## src/rtl/park_xform_pkg.sv

```systemverilog
// Shared types, default widths and rounding helper for the park_xform pipeline.
package park_pkg;

  typedef enum logic {PARK_FWD, PARK_INV} park_mode_t;

  localparam int unsigned ParkDWidth = 18;
  localparam int unsigned ParkQBits  = 15;
  localparam int unsigned ParkTagW   = 4;

  // Half an LSB of the result, added before the arithmetic shift (round half up).
  function automatic longint park_rnd_const(input int unsigned q_bits);
    return longint'(1) << (q_bits - 1);
  endfunction

endpackage

```

## src/rtl/park_xform_if.sv

```systemverilog
// Handshake, data and overflow-status bundle between park_xform and its neighbours.
interface park_xform_if
  import park_pkg::*;
#(
  parameter int unsigned D_WIDTH = ParkDWidth,
  parameter int unsigned TAG_W   = ParkTagW
);
  logic                      in_valid;
  logic                      in_ready;
  park_mode_t                in_mode;
  logic [TAG_W-1:0]          in_tag;
  logic signed [D_WIDTH-1:0] in_x;
  logic signed [D_WIDTH-1:0] in_y;
  logic signed [D_WIDTH-1:0] in_sin;
  logic signed [D_WIDTH-1:0] in_cos;
  logic                      out_valid;
  logic                      out_ready;
  logic signed [D_WIDTH-1:0] out_u;
  logic signed [D_WIDTH-1:0] out_v;
  logic [TAG_W-1:0]          out_tag;
  logic                      out_ovf;
  logic                      ovf_sticky;
  logic                      ovf_clr;

  modport master (
    output in_valid, in_mode, in_tag, in_x, in_y, in_sin, in_cos, out_ready, ovf_clr,
    input  in_ready, out_valid, out_u, out_v, out_tag, out_ovf, ovf_sticky
  );

  modport slave (
    input  in_valid, in_mode, in_tag, in_x, in_y, in_sin, in_cos, out_ready, ovf_clr,
    output in_ready, out_valid, out_u, out_v, out_tag, out_ovf, ovf_sticky
  );
endinterface

```

## src/rtl/park_xform_round_sat.sv

```systemverilog
// Round-half-up, shift by Q_BITS and narrow one Park sum; clips when PARK_XFORM_SAT_EN
// is defined, otherwise wraps. ovf_o flags an out-of-range shifted sum in both builds.
module park_round_sat
  import park_pkg::*;
#(
  parameter int unsigned D_WIDTH = ParkDWidth,
  parameter int unsigned Q_BITS  = ParkQBits
) (
  input  logic signed [2*D_WIDTH:0]  sum_i,
  output logic signed [D_WIDTH-1:0]  res_o,
  output logic                       ovf_o
);
  localparam int unsigned SumW = 2 * D_WIDTH + 1;
  localparam int unsigned RndW = SumW + 1;
  localparam logic signed [RndW-1:0] RndConst = RndW'(park_rnd_const(Q_BITS));

  logic signed [RndW-1:0]   rnd;
  logic signed [RndW-1:0]   shf;
  logic [RndW-D_WIDTH:0]    hi;

  always_comb begin
    rnd   = {sum_i[SumW-1], sum_i} + RndConst;
    shf   = rnd >>> Q_BITS;
    // In range only if every bit above the result sign matches it.
    hi    = shf[RndW-1:D_WIDTH-1];
    ovf_o = !((&hi) || !(|hi));
`ifdef PARK_XFORM_SAT_EN
    if (ovf_o) begin
      res_o = shf[RndW-1] ? {1'b1, {(D_WIDTH-1){1'b0}}} : {1'b0, {(D_WIDTH-1){1'b1}}};
    end else begin
      res_o = shf[D_WIDTH-1:0];
    end
`else
    res_o = shf[D_WIDTH-1:0];
`endif
  end
endmodule

```

## src/rtl/park_xform.sv

```systemverilog
// Three-stage forward/inverse Park transform with valid/ready backpressure.
// Define PARK_XFORM_SAT_EN to saturate results instead of wrapping them.
module park_xform
  import park_pkg::*;
#(
  parameter int unsigned D_WIDTH = ParkDWidth,
  parameter int unsigned Q_BITS  = ParkQBits,
  parameter int unsigned TAG_W   = ParkTagW
) (
  input logic         clk,
  input logic         rst,
  park_xform_if.slave bus
);
  localparam int unsigned ProdW = 2 * D_WIDTH;
  localparam int unsigned SumW  = ProdW + 1;

  logic advance;

  logic                      s1_valid_q, s1_valid_d;
  park_mode_t                s1_mode_q, s1_mode_d;
  logic [TAG_W-1:0]          s1_tag_q, s1_tag_d;
  logic signed [D_WIDTH-1:0] s1_x_q, s1_x_d, s1_y_q, s1_y_d;
  logic signed [D_WIDTH-1:0] s1_sin_q, s1_sin_d, s1_cos_q, s1_cos_d;

  logic                      s2_valid_q, s2_valid_d;
  park_mode_t                s2_mode_q, s2_mode_d;
  logic [TAG_W-1:0]          s2_tag_q, s2_tag_d;
  logic signed [ProdW-1:0]   s2_xc_q, s2_xc_d, s2_xs_q, s2_xs_d;
  logic signed [ProdW-1:0]   s2_yc_q, s2_yc_d, s2_ys_q, s2_ys_d;

  logic                      out_valid_q, out_valid_d;
  logic signed [D_WIDTH-1:0] out_u_q, out_u_d, out_v_q, out_v_d;
  logic [TAG_W-1:0]          out_tag_q, out_tag_d;
  logic                      out_ovf_q, out_ovf_d;
  logic                      sticky_q, sticky_d;

  logic signed [SumW-1:0]    u_sum, v_sum;
  logic signed [D_WIDTH-1:0] u_res, v_res;
  logic                      u_ovf, v_ovf;

  always_comb begin
    if (s2_mode_q == PARK_FWD) begin
      u_sum = {s2_xc_q[ProdW-1], s2_xc_q} + {s2_ys_q[ProdW-1], s2_ys_q};
      v_sum = {s2_yc_q[ProdW-1], s2_yc_q} - {s2_xs_q[ProdW-1], s2_xs_q};
    end else begin
      u_sum = {s2_xc_q[ProdW-1], s2_xc_q} - {s2_ys_q[ProdW-1], s2_ys_q};
      v_sum = {s2_xs_q[ProdW-1], s2_xs_q} + {s2_yc_q[ProdW-1], s2_yc_q};
    end
  end

  park_round_sat #(.D_WIDTH(D_WIDTH), .Q_BITS(Q_BITS)) u_round_u (
    .sum_i (u_sum),
    .res_o (u_res),
    .ovf_o (u_ovf)
  );

  park_round_sat #(.D_WIDTH(D_WIDTH), .Q_BITS(Q_BITS)) u_round_v (
    .sum_i (v_sum),
    .res_o (v_res),
    .ovf_o (v_ovf)
  );

  always_comb begin
    advance     = !out_valid_q || bus.out_ready;
    s1_valid_d  = s1_valid_q;
    s1_mode_d   = s1_mode_q;
    s1_tag_d    = s1_tag_q;
    s1_x_d      = s1_x_q;
    s1_y_d      = s1_y_q;
    s1_sin_d    = s1_sin_q;
    s1_cos_d    = s1_cos_q;
    s2_valid_d  = s2_valid_q;
    s2_mode_d   = s2_mode_q;
    s2_tag_d    = s2_tag_q;
    s2_xc_d     = s2_xc_q;
    s2_xs_d     = s2_xs_q;
    s2_yc_d     = s2_yc_q;
    s2_ys_d     = s2_ys_q;
    out_valid_d = out_valid_q;
    out_u_d     = out_u_q;
    out_v_d     = out_v_q;
    out_tag_d   = out_tag_q;
    out_ovf_d   = out_ovf_q;
    if (advance) begin
      s1_valid_d  = bus.in_valid;
      s1_mode_d   = bus.in_mode;
      s1_tag_d    = bus.in_tag;
      s1_x_d      = bus.in_x;
      s1_y_d      = bus.in_y;
      s1_sin_d    = bus.in_sin;
      s1_cos_d    = bus.in_cos;
      s2_valid_d  = s1_valid_q;
      s2_mode_d   = s1_mode_q;
      s2_tag_d    = s1_tag_q;
      s2_xc_d     = ProdW'(s1_x_q) * ProdW'(s1_cos_q);
      s2_xs_d     = ProdW'(s1_x_q) * ProdW'(s1_sin_q);
      s2_yc_d     = ProdW'(s1_y_q) * ProdW'(s1_cos_q);
      s2_ys_d     = ProdW'(s1_y_q) * ProdW'(s1_sin_q);
      out_valid_d = s2_valid_q;
      // Bubbles leave the previous result visible on the output registers.
      if (s2_valid_q) begin
        out_u_d   = u_res;
        out_v_d   = v_res;
        out_tag_d = s2_tag_q;
        out_ovf_d = u_ovf || v_ovf;
      end
    end
    // A new overflow beats a coincident clear.
    sticky_d = (sticky_q && !bus.ovf_clr) || (advance && s2_valid_q && (u_ovf || v_ovf));
  end

  always_ff @(posedge clk or posedge rst) begin
    if (rst) begin
      s1_valid_q  <= 1'b0;
      s1_mode_q   <= PARK_FWD;
      s1_tag_q    <= '0;
      s1_x_q      <= '0;
      s1_y_q      <= '0;
      s1_sin_q    <= '0;
      s1_cos_q    <= '0;
      s2_valid_q  <= 1'b0;
      s2_mode_q   <= PARK_FWD;
      s2_tag_q    <= '0;
      s2_xc_q     <= '0;
      s2_xs_q     <= '0;
      s2_yc_q     <= '0;
      s2_ys_q     <= '0;
      out_valid_q <= 1'b0;
      out_u_q     <= '0;
      out_v_q     <= '0;
      out_tag_q   <= '0;
      out_ovf_q   <= 1'b0;
      sticky_q    <= 1'b0;
    end else begin
      s1_valid_q  <= s1_valid_d;
      s1_mode_q   <= s1_mode_d;
      s1_tag_q    <= s1_tag_d;
      s1_x_q      <= s1_x_d;
      s1_y_q      <= s1_y_d;
      s1_sin_q    <= s1_sin_d;
      s1_cos_q    <= s1_cos_d;
      s2_valid_q  <= s2_valid_d;
      s2_mode_q   <= s2_mode_d;
      s2_tag_q    <= s2_tag_d;
      s2_xc_q     <= s2_xc_d;
      s2_xs_q     <= s2_xs_d;
      s2_yc_q     <= s2_yc_d;
      s2_ys_q     <= s2_ys_d;
      out_valid_q <= out_valid_d;
      out_u_q     <= out_u_d;
      out_v_q     <= out_v_d;
      out_tag_q   <= out_tag_d;
      out_ovf_q   <= out_ovf_d;
      sticky_q    <= sticky_d;
    end
  end

  assign bus.in_ready   = advance;
  assign bus.out_valid  = out_valid_q;
  assign bus.out_u      = out_u_q;
  assign bus.out_v      = out_v_q;
  assign bus.out_tag    = out_tag_q;
  assign bus.out_ovf    = out_ovf_q;
  assign bus.ovf_sticky = sticky_q;
endmodule

```

## src/flat_wrapper.sv

```systemverilog
// flat-port wrapper written by rule: the top's interface ports become plain ports
module park_xform_flat import park_pkg::*;
#(
  parameter int unsigned D_WIDTH = ParkDWidth,
  parameter int unsigned Q_BITS  = ParkQBits,
  parameter int unsigned TAG_W   = ParkTagW
)
  (clk, rst, bus_in_valid, bus_in_mode, bus_in_tag, bus_in_x, bus_in_y, bus_in_sin, bus_in_cos, bus_out_ready, bus_ovf_clr, bus_in_ready, bus_out_valid, bus_out_u, bus_out_v, bus_out_tag, bus_out_ovf, bus_ovf_sticky);
  park_xform_if #(.D_WIDTH(D_WIDTH), .TAG_W(TAG_W)) bus_i ();
  input logic clk;
  input logic rst;
  input wire logic [$bits(bus_i.in_valid)-1:0] bus_in_valid;
  input wire logic [$bits(bus_i.in_mode)-1:0] bus_in_mode;
  input wire logic [$bits(bus_i.in_tag)-1:0] bus_in_tag;
  input wire logic [$bits(bus_i.in_x)-1:0] bus_in_x;
  input wire logic [$bits(bus_i.in_y)-1:0] bus_in_y;
  input wire logic [$bits(bus_i.in_sin)-1:0] bus_in_sin;
  input wire logic [$bits(bus_i.in_cos)-1:0] bus_in_cos;
  input wire logic [$bits(bus_i.out_ready)-1:0] bus_out_ready;
  input wire logic [$bits(bus_i.ovf_clr)-1:0] bus_ovf_clr;
  output wire logic [$bits(bus_i.in_ready)-1:0] bus_in_ready;
  output wire logic [$bits(bus_i.out_valid)-1:0] bus_out_valid;
  output wire logic [$bits(bus_i.out_u)-1:0] bus_out_u;
  output wire logic [$bits(bus_i.out_v)-1:0] bus_out_v;
  output wire logic [$bits(bus_i.out_tag)-1:0] bus_out_tag;
  output wire logic [$bits(bus_i.out_ovf)-1:0] bus_out_ovf;
  output wire logic [$bits(bus_i.ovf_sticky)-1:0] bus_ovf_sticky;
  assign bus_i.in_valid = bus_in_valid;
  assign bus_i.in_mode = bus_in_mode;
  assign bus_i.in_tag = bus_in_tag;
  assign bus_i.in_x = bus_in_x;
  assign bus_i.in_y = bus_in_y;
  assign bus_i.in_sin = bus_in_sin;
  assign bus_i.in_cos = bus_in_cos;
  assign bus_i.out_ready = bus_out_ready;
  assign bus_i.ovf_clr = bus_ovf_clr;
  assign bus_in_ready = bus_i.in_ready;
  assign bus_out_valid = bus_i.out_valid;
  assign bus_out_u = bus_i.out_u;
  assign bus_out_v = bus_i.out_v;
  assign bus_out_tag = bus_i.out_tag;
  assign bus_out_ovf = bus_i.out_ovf;
  assign bus_ovf_sticky = bus_i.ovf_sticky;
  park_xform #(.D_WIDTH(D_WIDTH), .Q_BITS(Q_BITS), .TAG_W(TAG_W)) u_core (.clk(clk), .rst(rst), .bus(bus_i));
endmodule
```

## config.mk

```make
export PLATFORM = sky130hd
export DESIGN_NAME = park_xform_flat
export DESIGN_NICKNAME = d
export VERILOG_FILES = /design/src/rtl/park_xform_pkg.sv /design/src/rtl/park_xform_if.sv /design/src/rtl/park_xform_round_sat.sv /design/src/rtl/park_xform.sv /design/src/flat_wrapper.sv
export SDC_FILE = /design/constraint.sdc
export NUM_CORES = 2
export LEC_CHECK = 0
export CORE_MARGIN = 2
export CORE_UTILIZATION = 45
export CTS_CLUSTER_DIAMETER = 120
export DETAILED_ROUTE_END_ITERATION = 12
export PLACE_DENSITY = 0.69
export SYNTH_ARGS = -nofsm -noshare
export SYNTH_HDL_FRONTEND = slang
export SYNTH_SLANG_ARGS = --single-unit
export TNS_END_PERCENT = 20
```

## constraint.sdc

```tcl
create_clock -name clk -period 20.1 [get_ports clk]
set_input_delay 4.02 -clock clk [delete_from_list [all_inputs] [get_ports clk]]
set_output_delay 4.02 -clock clk [all_outputs]
set_load 0.1 [all_outputs]
```

==> out/qor.yml <==
outcome:
  outcome: "finished, final reports clean"
placed_design:
  placement.io_buffers: 125
  dp.cells: 8866
  dp_hpwl_mm: 131
  dp_slack_ns: 9.64
  gp_congestion: 0.935
worst_setup_path:
  required_ns: 16.08
  path_class: "primary input to output pin"
  cp-end-kind: "output pin"
  worstPathArrival_ns: 6.41
  critPathLaunchType: "primary input"
  crit_fanout: 54
synth:
  synthCells: 7161
  netlist_top_cells_area: "fa_1 42%, dfrtp_1 11%, ha_1 8.8%"
  synth_common_cells: "1,406 x inv_1, 1,316 x fa_1, 1,268 x nand2_1"
  synth-edff-count: 0
  ys_types: 107
  seq_area_frac_synth_pct: 10.7
  syn_avg_cell_area_um2: 8.86
  syn-num-nets: 9005
  synth_top_area_share_pct: 41.5
  syn_area_um2: 63500
  synth_top_area_cell: "fa_1"
  async_reset_ff_share_pct: 100
  ys_seq_elements: 271
  synth_ff_type: "dfrtp_1"
  yosys_warnings: 0
  synth_most_common_cell: "inv_1"
floorplanning:
  die_h_um: 380
  start_util_pct: 45.4
  dieWidth_um: 380
  std_cell_rows: 137
  dieArea_um2: 144000
  coreArea_um2: 140000
  io_pins: 126
routing:
  via_per_inst: 5.35
  vias: 47800
  wl_mm: 170
  drc: 0
  drtIter0Drc: 3406
  antenna_left: 0
  first_pass_iters: 5
  wl_per_cell_um: 19.1
final_layout:
  area_growth_pct: 6.28
  fin_cells: 8932
  final_nets: 8872
  drive_gt1_share_pct: 3.30
clock_tree:
  cts_tree: "done"
  cts_buffers: 36
  cts_resized: 0
  htreeDepth: 2
  post_cts_buffers: 0
  cts_buffer_depth: 3
  ctsHoldBuffers: 0
  cts.sinks: 271
  clock_latency_ns: 0.62
  cts_root_buf: "clkbuf_16"
  cts.reportedPaths.clkPinSlew_ns: 0.05
timing:
  finalMaxSlewViolations: 0
  tightest_slew_ns: 1.15
  fin_ws_ns: 9.67
  finalSetupTns_ns: 0
  setup_viol: 0
  max_slew_margin_pct: 22.6
  fin_crit_sh_pct: 51.9
  clock.fmax_ghz: 0.0959
  rsz0062_at_grt: "no"
  fin_skew_ns: 0.0315
  finalCriticalPeriod_ns: 10.43
  hold_viol: 0
global_route:
  grt_pass1_vias: 50400
  grt_use_total_pct: 24.3
  grt_pass1_wl_mm: 279
  overflow: 0
  grt_max_degree: 141
  antenna_found_initial: 4
worst_hold_path:
  min_path_type: "register to register"
flow_run:
  maxCapViolCount: 0
==> final timing paths <==
kind / from / endpoint / slack (ns) / cells after the start
max: bus_out_ready / bus_in_ready / 9.67 / 5
min: u_core.s1_cos_q[10] / u_core.s1_cos_q[10] / 0.46 / 2
max reg2reg: u_core.s1_sin_q[5] / u_core.s2_xs_q[32] / 11.68 / 24
min reg2reg: u_core.s1_cos_q[10] / u_core.s1_cos_q[10] / 0.46 / 2
max in group asynchronous: rst / u_core.s1_y_q[3] / 14.15 / 4
min in group asynchronous: rst / u_core.bus.out_u[12] / 3.89 / 2
==> cell type report <==
class,instances,area (um^2)
timing repair buffer,209,1890
clock inverter,19,209
tap,1876,2350
fill,13100,72200
sequential,271,6800
clock buffer,45,965
multi-input combinational,5104,50000
antenna,2,5.00
inverter,1406,5290
==> per-layer routing <==
metal,track usage [%],vias up,wire length [um]
li1,-,21300,-
met1,34.6,24400,74100
met2,38.5,1784,77100
met3,4.16,264,14200
met4,6.51,4,4960
met5,0,-,23
==> stage by stage <==
step	util (%)	area [um^2]	hold WS (ns)
floorplan	-	63500	0.430
global placement	47.5	66300	0.447
detailed placement	47.5	66300	0.457
CTS	48.3	67500	0.469
global route	48.3	67500	0.481
finish	48.3	67500	0.463
==> registers in the layout, summed over array words and instances, names as in the netlist, 4 cells and up <==
signal,cells
u_core.s1_y_q,18
u_core.bus.out_tag,4
u_core.s1_sin_q,18
u_core.s1_x_q,18
u_core.s1_cos_q,18
u_core.s2_tag_q,4
u_core.s2_ys_q,36
u_core.s2_xc_q,36
u_core.s2_xs_q,36
u_core.s1_tag_q,4
u_core.bus.out_u,18
u_core.s2_yc_q,36
u_core.bus.out_v,18
==> layout by cell type (no fill, tap or decap), types with 64 or more instances in the layout <==
cell type and n:
clkdlybuf4s50_1 125, inv_1 1404, nor2_1 228, xnor2_1 158, ha_1 446, nand2_1 1268
fa_1 1316, buf_4 83, o21ai_0 165, nor3_1 64, dfrtp_1 258, nand2b_1 77
a21oi_1 251, xor2_1 116, and2_1 477
==> logic make-up after synthesis <==
family                   count (synthesis)  share of synthesized area (%)
adder cells (fa/ha/maj)               1762                           50.3
flip-flops                             271                           10.7
XOR/XNOR                               275                           3.81
multiplexers                            21                          0.359
AO/OA/AOI/OAI                          711                           7.04
AND/OR/NAND/NOR                       2335                           17.2
buffers and inverters                 1786                           10.6
==> critical path: stages <==
cell,delay (ns)
clkdlybuf4s50_1,0.50
nor2b_4,0.04
buf_4,0.30
inv_8,0.33
clkdlybuf4s50_1,1.20
Power is not shown: default switching activity piles up to over one toggle a cycle in this logic, so the estimate is an artifact.
